File: src/rtl/psg_write_arbiter.sv
// Arbitrates the single jt49 register write port between the YM frame player, a CPU
// sound-effect FIFO and a replay engine that restores a channel's music state on release.
module psg_write_arbiter #(
  parameter int FIFO_DEPTH = 4
) (
  input  logic       clk,
  input  logic       reset,
  input  logic       mus_req,
  input  logic [3:0] mus_addr,
  input  logic [7:0] mus_data,
  output logic       mus_ack,
  input  logic       sfx_wr,
  input  logic [3:0] sfx_addr,
  input  logic [7:0] sfx_data,
  output logic       sfx_full,
  input  logic [2:0] sfx_own,
  output logic [3:0] psg_addr,
  output logic [7:0] psg_data,
  output logic       psg_wr
);
  localparam int PW = $clog2(FIFO_DEPTH);

  typedef enum logic [1:0] {S_IDLE, S_WRITE, S_RESTORE} state_t;

  // Owned channels take their tone/noise enable bits (c and c+3) from the effect mixer.
  function automatic logic [7:0] mix_merge(input logic [7:0] mus, input logic [7:0] sfx,
                                           input logic [2:0] own);
    logic [7:0] m;
    m = {2'b00, own, own};
    return (mus & ~m) | (sfx & m);
  endfunction

  function automatic logic is_owned(input logic [3:0] a, input logic [2:0] own);
    case (a)
      4'd0, 4'd1, 4'd8:           return own[0];
      4'd2, 4'd3, 4'd9:           return own[1];
      4'd4, 4'd5, 4'd10:          return own[2];
      4'd6, 4'd11, 4'd12, 4'd13:  return |own;
      default:                    return 1'b0;
    endcase
  endfunction

  function automatic logic [3:0] restore_reg(input logic [1:0] ch, input logic [2:0] idx);
    case (idx)
      3'd0:    return {1'b0, ch, 1'b0};
      3'd1:    return {1'b0, ch, 1'b1};
      3'd2:    return 4'd8 + {2'b00, ch};
      3'd3:    return 4'd7;
      3'd4:    return 4'd6;
      3'd5:    return 4'd11;
      default: return 4'd12;
    endcase
  endfunction

  state_t        state_q, state_d;
  logic [2:0]    idx_q, idx_d;
  logic [1:0]    ch_q, ch_d;
  logic          rst_act_q, rst_act_d;
  logic [2:0]    pend_q, pend_d;
  logic [2:0]    own_q;
  logic [7:0]    sfx_mix_q, sfx_mix_d;
  logic [3:0]    psg_addr_q, psg_addr_d;
  logic [7:0]    psg_data_q, psg_data_d;
  logic          psg_wr_q, psg_wr_d;
  logic          mus_ack_q, mus_ack_d;
  logic [PW:0]   cnt_q, cnt_d;
  logic [PW-1:0] rd_q, rd_d, wr_q, wr_d;
  logic [11:0]   fifo_q [FIFO_DEPTH];
  logic [7:0]    mus_sh_q [16];

  logic          sh_we;
  logic          pop;
  logic          push_ok;
  logic          full;
  logic [2:0]    released, cur_mask, pend_eff;
  logic [1:0]    low_ch;
  logic [3:0]    rreg;
  logic [3:0]    head_addr;
  logic [7:0]    head_data;

  assign full      = (cnt_q == (PW+1)'(FIFO_DEPTH));
  assign push_ok   = sfx_wr & ~full;
  assign head_addr = fifo_q[rd_q][11:8];
  assign head_data = fifo_q[rd_q][7:0];
  assign released  = own_q & ~sfx_own;
  assign cur_mask  = rst_act_q ? (3'b001 << ch_q) : 3'b000;
  // Re-acquiring a channel cancels its replay unless that replay is already under way.
  assign pend_eff  = (pend_q | released) & ~(sfx_own & ~cur_mask);
  assign low_ch    = pend_eff[0] ? 2'd0 : (pend_eff[1] ? 2'd1 : 2'd2);

  always_comb begin
    state_d    = state_q;
    idx_d      = idx_q;
    ch_d       = ch_q;
    rst_act_d  = rst_act_q;
    pend_d     = pend_eff;
    sfx_mix_d  = sfx_mix_q;
    psg_addr_d = psg_addr_q;
    psg_data_d = psg_data_q;
    psg_wr_d   = 1'b0;
    mus_ack_d  = 1'b0;
    sh_we      = 1'b0;
    pop        = 1'b0;
    rreg       = restore_reg(ch_q, idx_q);
    case (state_q)
      S_IDLE: begin
        if (|pend_eff) begin
          rreg       = restore_reg(low_ch, 3'd0);
          ch_d       = low_ch;
          idx_d      = 3'd0;
          rst_act_d  = 1'b1;
          psg_addr_d = rreg;
          psg_data_d = mus_sh_q[rreg];
          psg_wr_d   = 1'b1;
          state_d    = S_WRITE;
        end else if (cnt_q != '0) begin
          pop        = 1'b1;
          psg_addr_d = head_addr;
          psg_data_d = head_data;
          if (head_addr == 4'd7) begin
            sfx_mix_d  = head_data;
            psg_data_d = mix_merge(mus_sh_q[7], head_data, sfx_own);
          end
          psg_wr_d   = 1'b1;
          state_d    = S_WRITE;
        end else if (mus_req) begin
          sh_we     = 1'b1;
          mus_ack_d = 1'b1;
          state_d   = S_WRITE;
          if (!is_owned(mus_addr, sfx_own)) begin
            psg_wr_d   = 1'b1;
            psg_addr_d = mus_addr;
            psg_data_d = (mus_addr == 4'd7) ? mix_merge(mus_data, sfx_mix_q, sfx_own)
                                            : mus_data;
          end
        end
      end
      S_WRITE: begin
        state_d = S_IDLE;
        if (rst_act_q) begin
          // Shared registers are only replayed once no effect owns anything.
          if (idx_q == 3'd6 || (idx_q == 3'd3 && sfx_own != 3'b000)) begin
            rst_act_d = 1'b0;
            pend_d    = pend_eff & ~cur_mask;
          end else begin
            idx_d   = 3'(idx_q + 3'd1);
            state_d = S_RESTORE;
          end
        end
      end
      S_RESTORE: begin
        psg_addr_d = rreg;
        psg_data_d = (idx_q == 3'd3) ? mix_merge(mus_sh_q[7], sfx_mix_q, sfx_own)
                                     : mus_sh_q[rreg];
        psg_wr_d   = 1'b1;
        state_d    = S_WRITE;
      end
      default: state_d = S_IDLE;
    endcase
  end

  always_comb begin
    rd_d  = pop ? PW'(rd_q + 1'b1) : rd_q;
    wr_d  = push_ok ? PW'(wr_q + 1'b1) : wr_q;
    cnt_d = cnt_q;
    case ({push_ok, pop})
      2'b10:   cnt_d = cnt_q + 1'b1;
      2'b01:   cnt_d = cnt_q - 1'b1;
      default: cnt_d = cnt_q;
    endcase
  end

  always_ff @(posedge clk) begin
    if (reset) begin
      state_q    <= S_IDLE;
      idx_q      <= '0;
      ch_q       <= '0;
      rst_act_q  <= 1'b0;
      pend_q     <= '0;
      own_q      <= '0;
      sfx_mix_q  <= '0;
      psg_addr_q <= '0;
      psg_data_q <= '0;
      psg_wr_q   <= 1'b0;
      mus_ack_q  <= 1'b0;
      cnt_q      <= '0;
      rd_q       <= '0;
      wr_q       <= '0;
      for (int i = 0; i < 16; i++) mus_sh_q[i] <= '0;
    end else begin
      state_q    <= state_d;
      idx_q      <= idx_d;
      ch_q       <= ch_d;
      rst_act_q  <= rst_act_d;
      pend_q     <= pend_d;
      own_q      <= sfx_own;
      sfx_mix_q  <= sfx_mix_d;
      psg_addr_q <= psg_addr_d;
      psg_data_q <= psg_data_d;
      psg_wr_q   <= psg_wr_d;
      mus_ack_q  <= mus_ack_d;
      cnt_q      <= cnt_d;
      rd_q       <= rd_d;
      wr_q       <= wr_d;
      if (sh_we) mus_sh_q[mus_addr] <= mus_data;
    end
  end

  always_ff @(posedge clk) begin
    if (push_ok) fifo_q[wr_q] <= {sfx_addr, sfx_data};
  end

  assign psg_addr = psg_addr_q;
  assign psg_data = psg_data_q;
  assign psg_wr   = psg_wr_q;
  assign mus_ack  = mus_ack_q;
  assign sfx_full = full;
endmodule

File: config.mk
export PLATFORM = sky130hd
export DESIGN_NAME = psg_write_arbiter
export DESIGN_NICKNAME = d
export VERILOG_FILES = /design/src/rtl/psg_write_arbiter.sv
export SDC_FILE = /design/constraint.sdc
export NUM_CORES = 1
export LEC_CHECK = 0
export CAP_MARGIN = 10
export CORE_UTILIZATION = 50
export CTS_BUF_LIST = sky130_fd_sc_hd__clkbuf_4 sky130_fd_sc_hd__clkbuf_8
export DETAILED_ROUTE_END_ITERATION = 8
export PLACE_DENSITY = 0.7
export REMOVE_ABC_BUFFERS = 1
export SLEW_MARGIN = 40
export SYNTH_ARGS = -nofsm -noshare
export SYNTH_HDL_FRONTEND = slang
export SYNTH_SLANG_ARGS = --single-unit
File: constraint.sdc
create_clock -name clk -period 3.2 [get_ports clk]
set_input_delay 0.96 -clock clk [delete_from_list [all_inputs] [get_ports clk]]
set_output_delay 0.96 -clock clk [all_outputs]
set_load 0.05 [all_outputs]
==> results of run 1 <==
[worst min path at each step]
stage | start | endpoint | slack (ns) | cells after the start
6_report | psg_addr[2] | psg_addr[2] | 0.50 | 2
5_1_grt | psg_addr[1] | psg_addr[1] | 0.54 | 2
4_1_cts | psg_addr[3] | psg_addr[3] | 0.51 | 2
3_5_place_dp | psg_addr[2] | psg_addr[2] | 0.50 | 2
3_3_place_gp | psg_addr[0] | psg_addr[0] | 0.48 | 2
2_1_floorplan | cnt_q[2] | cnt_q[2] | 0.47 | 2
[layout make-up]
class / count / area (µm²)
clock buffers: 53 / 641.9
clock inverters: 16 / 131.4
fillers: 1763 / 8213
inverters: 14 / 52.55
multi-input cells: 651 / 4353
flip-flops and latches: 219 / 6146
well taps: 275 / 344.1
repair buffers: 143 / 1206
[per-stage QoR]
step	cell area, µm²	setup WS [ns]	util (%)	power [mW]	cells
6_report	12870	0.1605	61.05	8.378	1371
5_1_grt	12870	0.0007232	61.05	8.708	1371
4_1_cts	12850	0.004487	60.94	8.371	1371
3_5_place_dp	12080	-0.3872	57.27	5.756	1302
3_3_place_gp	12080	-0.3598	57.27	5.734	1302
2_1_floorplan	10520	-0.4930	-	4.834	884
[layout by cell type, fill, tap and decap left out, types with 12 or more instances in the layout]
cell / synthesis / final
mux2i_1: 31 / 31
nor2_1: 59 / 59
and2_1: 124 / 124
clkbuf_4: 0 / 14
edfxtp_1: 176 / 176
nand2_1: 81 / 81
or2_2: 15 / 15
a211oi_1: 13 / 13
and3_1: 23 / 23
dfxtp_1: 43 / 43
buf_4: 2 / 96
o21ai_0: 27 / 27
clkbuf_8: 0 / 39
nor2_2: 13 / 13
nand3_1: 44 / 43
a21oi_1: 38 / 38
inv_1: 14 / 14
mux4_2: 12 / 12
clkdlybuf4s50_1: 0 / 44
[flip-flops by register name, summed over array words and instances (netlist names), 2 cells and up, named ones only]
register	cells
fifo_q	48
own_q	3
cnt_q	3
idx_q	3
psg_addr	4
rd_q	2
sfx_mix_q	6
state_q	2
ch_q	2
psg_data	8
wr_q	2
pend_q	3
mus_sh_q	128
[Yosys cell counts (5+ instances only)]
cell       count
nand3_1       44
edfxtp_1     176
a31oi_1       10
a31o_2         6
o21ai_0       27
nor2_1        59
mux4_2        12
a311oi_1       7
nand2b_1       5
a21oi_1       38
dfxtp_1       43
and3_1        23
nand2_1       81
nand4_1        9
or2_2         15
mux2i_1       31
clkbuf_1      39
nor3b_1        5
nor2b_1        7
a32oi_1       11
nor2_2        13
mux2_2         5
a211oi_1      13
nor3_1         9
buf_2         20
ha_1          10
and2_1       124
inv_1         14
a2111oi_0      5
[where the power goes]
group | internal (mW) | leakage (nW) | switching [mW]
clock network | 1.47 | 0.407 | 1.17
registers | 3.33 | 2.12 | 0.161
logic | 0.895 | 2.39 | 1.35
[worst max-delay path, cell delays in order (launching register included)]
cell             delay (ns)
dfxtp_1                0.34
inv_1                  0.10
and3_1                 0.27
clkdlybuf4s50_1        0.84
[per-layer routing]
layer	GRT usage (%)	routed length, µm	vias to the layer above
li1	-	-	3741
met4	10.46	1059	0
met2	45.26	14390	426
met1	38.12	12520	3964
met3	5.933	2807	79
met5	0	0	-
[what timing repair did]
item,in CTS,in global routing
resized for setup,0,6
buffers inserted,0,0
hold endpoints to repair,0,0
setup endpoints to repair,0,6
[cell families (layout without fill, tap and decap cells)]
logic type | Yosys count | after routing | synth area share, %
buffers and inverters | 77 | 226 | 3.049
DFF | 219 | 219 | 56.95
AOI/OAI and AO/OA | 166 | 166 | 10.75
and+or+nand+nor | 421 | 421 | 21.60
xor gates and xnor gates | 5 | 5 | 0.4059
adders and majority gates | 11 | 11 | 1.345
muxes | 48 | 48 | 5.901
==> results.cfg, run 1 <==
[run_status]
outcome = completed

[worst_setup_path]
required_ns = 2.24
crit_path_end_kind = output pin
regToRegStartpoint = idx_q[0]
cp-endpoint = sfx_full
rr_worst_depth = 11
worst-path-max-fanout = 4
path_class = reg -> out
r2r_setup_slack_ns = 0.16
arrival_ns = 2.08
cp-startpoint = cnt_q[0]
r2r_end = psg_data[2]
worstSetupStartpointType = register

[clock_network]
cts_hold_buf = 0
clk_pin_slew_worst_paths_ns = 0.06
cts_tree = built
cts_max_path_buffers = 3
htreeDepth = 2
cts_root_buf = clkbuf_8
cts_sinks = 219
cts-buffers-inserted = 38
insertion_delay_ns = 0.54

[synth]
seq_area_frac_synth_pct = 56.95
synth_area_um2 = 10790
synth_area_leaders = edfxtp_1, dfxtp_1, and2_1
syn_inst = 947
syn_avg_cell_area_um2 = 11.40
ys_types = 77
synth_flop_cell = edfxtp_1
ys_warn_count = 0
async_flop_share_pct = 0
synth_top_area_share_pct = 48.97
synth_edf_count = 176
ys_ff_latch = 219
yosys.area.top_type = edfxtp_1

[power_and_ir_drop]
ir_worst_vdd_v = 0.0005645
power.density_nw_per_um2 = 650.8
p_leak_nw = 4.914

[place]
gp_congestion = 0.9992
dp_hpwl_um = 21850
port-buffer-count = 45

[final_layout]
syn_to_final_growth_pct = 19.30
drive_gt1_share_pct = 21.44
num_antenna_cells = 0
nNetsFinal = 1109

[flow_run]
cap_violations = 0

[floorplanning]
ios = 46
placeableCoreArea_um2 = 21090
die_h_um = 148.9
die_x_um = 148.9
start_util_pct = 51.17
dieArea_um2 = 22170
fp-row-count = 53

[routing]
drcViolationCount = 0
wirelength_um = 30780
wl_per_cell_um = 22.45
first_iter_violations = 855
vias_per_cell = 5.988
vias = 8210
first_pass_iters = 5
drtAntennaViolNets = 0

[global_route]
grt_overflow = 0
grt_max_degree = 58
grt_pass1_wl_um = 46490
grt_antenna_before_repair = 0
grt_pass1_vias = 7973
grt_usage_pct = 28.35

[sta]
whs_ns = 0.5025
tightest_slew_ns = 0.6559
setup_violations = 0
grt_setup_unrepaired = false
fmax_mhz = 329.0
hold_viol = 0
tns_ns = 0
slew_headroom_pct = 56.27
skew_ns = 0.02386
fin_crit_ns = 3.039
layout_worst_path_cycle_share_pct = 94.98
drv_slew = 0

[worst_hold_path]
hold_class = reg -> reg
Power figures use the tool's default switching activity.
==> inputs of run 2 (changes only) <==
- ABC_AREA: not set -> 0
- PLACE_DENSITY: 0.7 -> 0.68
- clock period: 3.2 -> 3.75 ns (I/O delays scaled with it)
==> run 2 against run 1 <==
  * Routed wire length shrank 0.87%
  * Via count decreased by 1.5%
  * Clock skew increased by 0.0088 ns
  * Sequential cell count unchanged
  * Largest power group unchanged
==> results.cfg, run 2 (same netlist as run 1, synthesis figures left out) <==
[clock_network]
cts_max_path_buffers = 3
cts_sinks = 219
clk_pin_slew_worst_paths_ns = 0.06
insertion_delay_ns = 0.55
post-cts-setup-buffer-count = 0
cts_root_buf = clkbuf_8
htreeDepth = 2
cts_hold_buf = 0
cts_tree = built
cts_resized = 0
cts-buffers-inserted = 38

[sta]
slew_headroom_pct = 45.72
hold_viol = 0
drv_slew = 0
setup_slack_ns = 0.5203
whs_ns = 0.4923
layout_worst_path_cycle_share_pct = 86.13
skew_ns = 0.03265
grt_setup_unrepaired = false
setup_violations = 0
fin_crit_ns = 3.230
tightest_slew_ns = 0.8141
fmax_mhz = 309.6

[routing]
wirelength_um = 30510
vias = 8084
first_pass_iters = 6
vias_per_cell = 5.993
drcViolationCount = 0
wl_per_cell_um = 22.62
first_iter_violations = 740
drtAntennaViolNets = 0

[final_layout]
final_cell_area_um2 = 12680
mostFrequentLayoutCell = edfxtp_1
largest_register_ffs = 128
top_register = mus_sh_q
n_fill_cell = 1750
nNetsFinal = 1087
drive_gt1_share_pct = 19.76
mostFrequentLayoutCells = edfxtp_1, and2_1, nand2_1
syn_to_final_growth_pct = 17.47

[power_and_ir_drop]
power_mw = 7.051
swShare_pct = 31.94
p_leak_nw = 4.804
p_seq_share_pct = 42.2
net-switching-power_mw = 2.252
clockPowerShare_pct = 31.7
ir_worst_vdd_v = 0.0004016
power.density_nw_per_um2 = 556.2
power.share.combinational_pct = 26.1
p_int_mw = 4.799

[worst_setup_path]
required_ns = 2.62
worstPathCellList = inv_1, and3_1, clkdlybuf4s50_1
crit_path_max_incr_delay_ns = 0.84
crit_path_end_kind = output pin
slowest_stage = clkdlybuf4s50_1
path_class = reg -> out
worstSetupStartpointType = register
rr_worst_depth = 9
arrival_ns = 2.10
worst-path-max-fanout = 4

[floorplanning]
start_util_pct = 51.17
ios = 46
die_x_um = 148.9
placeableCoreArea_um2 = 21090
dieArea_um2 = 22170
die_h_um = 148.9
fp-row-count = 53

[place]
dpl_cell_area_um2 = 11890
port-buffer-count = 45
place_ws_ns = -0.02392
gp_congestion = 0.9709
dp_hpwl_um = 21830

[global_route]
grt_usage_pct = 28.43
grt_pass1_wl_um = 46400
grt_overflow = 0
grt_pass1_vias = 7735
grt_max_degree = 58
grt_antenna_before_repair = 0

[worst_hold_path]
hold_depth = 2
hold_class = reg -> reg

[flow_run]
cap_violations = 0

[run_status]
outcome = completed
==> run 2: routing by layer <==
metal	track usage (%)	wire, µm	vias to the layer above
met4	12.19	1133	0
met5	0	0	-
met1	40.24	12930	3906
met2	42.35	13820	409
li1	-	-	3689
met3	5.933	2629	80
==> run 2: layout make-up <==
| type | instances | area (µm²) | area share (%) |
|---|---|---|---|
| sequential | 219 | 6146 | 48.48 |
| multi-input combinational | 651 | 4334 | 34.19 |
| timing repair buffer | 121 | 1016 | 8.014 |
| clock buffer | 56 | 683.2 | 5.389 |
| tap | 275 | 344.1 | 2.714 |
| clock inverter | 12 | 98.84 | 0.7797 |
| inverter | 14 | 52.55 | 0.4145 |
| antenna | 1 | 2.502 | 0.01974 |
==> run 2: path summary, 6_finish.rpt <==
path / start / end / slack (ns)
max: cnt_q[1] / sfx_full / 0.52
min: psg_addr[3] / psg_addr[3] / 0.49
max reg2reg: idx_q[0] / psg_data[2] / 0.55
min reg2reg: psg_addr[3] / psg_addr[3] / 0.49
==> run 2: worst max-delay path: cells and delay by family (launching register included) <==
kind	cells	cell delay, ns
buffers and inverters	2	0.94
flip-flops	1	0.34
AND/OR/NAND/NOR	1	0.27
==> run 2: power groups by stage <==
stage	Sequential, mW	Combinational [mW]	Clock, mW
CTS	2.97	1.83	2.26
finish	2.97	1.84	2.23
global placement	3.02	1.81	0
floorplan	3.22	0.907	0
global route	2.99	1.98	2.37
detailed placement	3.02	1.82	0
==> run 2: through the flow <==
stage                     utilization [%]  instances  setup TNS (ns)
after global routing                60.10       1348               0
after CTS                           60.10       1348               0
after detailed placement            56.40       1280        -0.02392
final                               60.12       1349               0
after global placement              56.40       1280               0
after floorplan                         -        884               0
==> inputs of run 3 (changes only) <==
- CAP_MARGIN: 10 -> 40
- CORE_MARGIN: not set -> 5
==> run 3 against run 2 <==
  * Die area up 11%
  * Clock power up 9.4%
  * Global-route usage shrank 2.9 points
  * Via count increased by 1.1%
  * Clock-buffer cell count decreased by 5
  * Combinational power hardly changed
  * Power rose by 3.2%
  * First-iteration DRC count is 25% higher
  * Hold slack got worse by 0.00081 ns
  * Sequential power is essentially flat
  * Largest power group unchanged
==> results.cfg, run 3 (same netlist as run 1, synthesis figures left out) <==
[final_layout]
top_register = mus_sh_q
syn_to_final_growth_pct = 18.10
mostFrequentLayoutCell = edfxtp_1
num_antenna_cells = 0
nNetsFinal = 1085
largest_register_ffs = 128
drive_gt1_share_pct = 19.42
mostFrequentLayoutCells = edfxtp_1, and2_1, nand2_1

[sta]
slew_headroom_pct = 44.85
skew_ns = 0.02386
tightest_slew_ns = 0.8246
fin_crit_ns = 3.426
drv_slew = 0
layout_worst_path_cycle_share_pct = 91.37
hold_viol = 0
grt_setup_unrepaired = false
fmax_mhz = 291.9
setup_violations = 0
tns_ns = 0
whs_ns = 0.4915

[routing]
first_iter_violations = 926
drcViolationCount = 0
wl_per_cell_um = 22.99
vias_per_cell = 6.070
vias = 8170
wirelength_um = 30950
first_pass_iters = 5
drtAntennaViolNets = 0

[floorplanning]
die_x_um = 156.9
placeableCoreArea_um2 = 21150
start_util_pct = 51.01
die_h_um = 156.9
dieArea_um2 = 24620
ios = 46
fp-row-count = 53

[power_and_ir_drop]
power.density_nw_per_um2 = 570.9
p_leak_nw = 4.820
power_mw = 7.275
ir_worst_vdd_v = 0.0004627

[global_route]
grt_pass1_vias = 8126
grt_overflow = 0
grt_usage_pct = 25.49
grt_max_degree = 58
grt_antenna_before_repair = 0
grt_pass1_wl_um = 47710

[clock_network]
cts_resized = 0
post-cts-setup-buffer-count = 0
cts_root_buf = clkbuf_8
htreeDepth = 2
cts_sinks = 219
cts_tree = built
cts-buffers-inserted = 38
cts_max_path_buffers = 3
cts_hold_buf = 0
clk_pin_slew_worst_paths_ns = 0.06
insertion_delay_ns = 0.53

[worst_hold_path]
hold_class = reg -> reg

[place]
gp_congestion = 0.9679
port-buffer-count = 45
dp_hpwl_um = 21640

[worst_setup_path]
arrival_ns = 3.88
worst-path-max-fanout = 11
worstSetupStartpointType = register
crit_path_end_kind = register
required_ns = 4.20
path_class = reg -> reg

[flow_run]
cap_violations = 0

[run_status]
outcome = completed
-- run 3: power by group --
| group | switching, mW | internal (mW) |
|---|---|---|
| Combinational | 1.15 | 0.705 |
| Clock | 0.988 | 1.45 |
| Sequential | 0.137 | 2.85 |
-- run 3: worst max-delay path: stages, from the launching register on --
cell and delay (ns):
dfxtp_1 0.63, inv_1 0.13, ha_1 0.26, a211oi_2 0.46, o22a_1 0.41, buf_4 0.25
mux2i_1 0.10, a2111oi_0 0.60, a31o_2 0.22, o21ai_0 0.08, a41oi_1 0.21
-- run 3: final cells by class --
type | instances | area [µm²]
Tap cell | 275 | 344.1
Fill cell | 1746 | 8409
Clock inverter | 17 | 215.2
Sequential cell | 219 | 6146
Timing Repair Buffer | 119 | 1013
Multi-Input combinational cell | 651 | 4340
Inverter | 14 | 52.55
Clock buffer | 51 | 633.1
-- run 3: per-layer routing --
layer	routed length, µm	GRT usage (%)	vias up	part of all wire, %
met4	1175	9.917	0	3.8
li1	-	-	3692	-
met3	2770	5.417	79	8.9
met1	12740	35.34	4021	41
met2	14270	39.64	378	46
met5	0	0	-	0
-- run 3: final timing paths --
check	start	endpoint	slack (ns)	cells past startpoint
worst min register to register	psg_addr[3]	psg_addr[3]	0.49	2
worst min-delay path	psg_addr[3]	psg_addr[3]	0.49	2
worst max-delay path	idx_q[1]	psg_data[3]	0.32	10
worst max register to register	idx_q[1]	psg_data[3]	0.32	10
-- run 3: per-stage QoR --
stage          utilization (%)  setup WS (ns)  instance area (µm²)  instances
2_1_floorplan                -        0.05702                10520        884
3_3_place_gp             56.21       -0.08948                11890       1278
3_5_place_dp             56.21        -0.1060                11890       1278
4_1_cts                  60.22         0.3237                12740       1346
5_1_grt                  60.25         0.1216                12740       1346
6_report                 60.25         0.3237                12740       1346
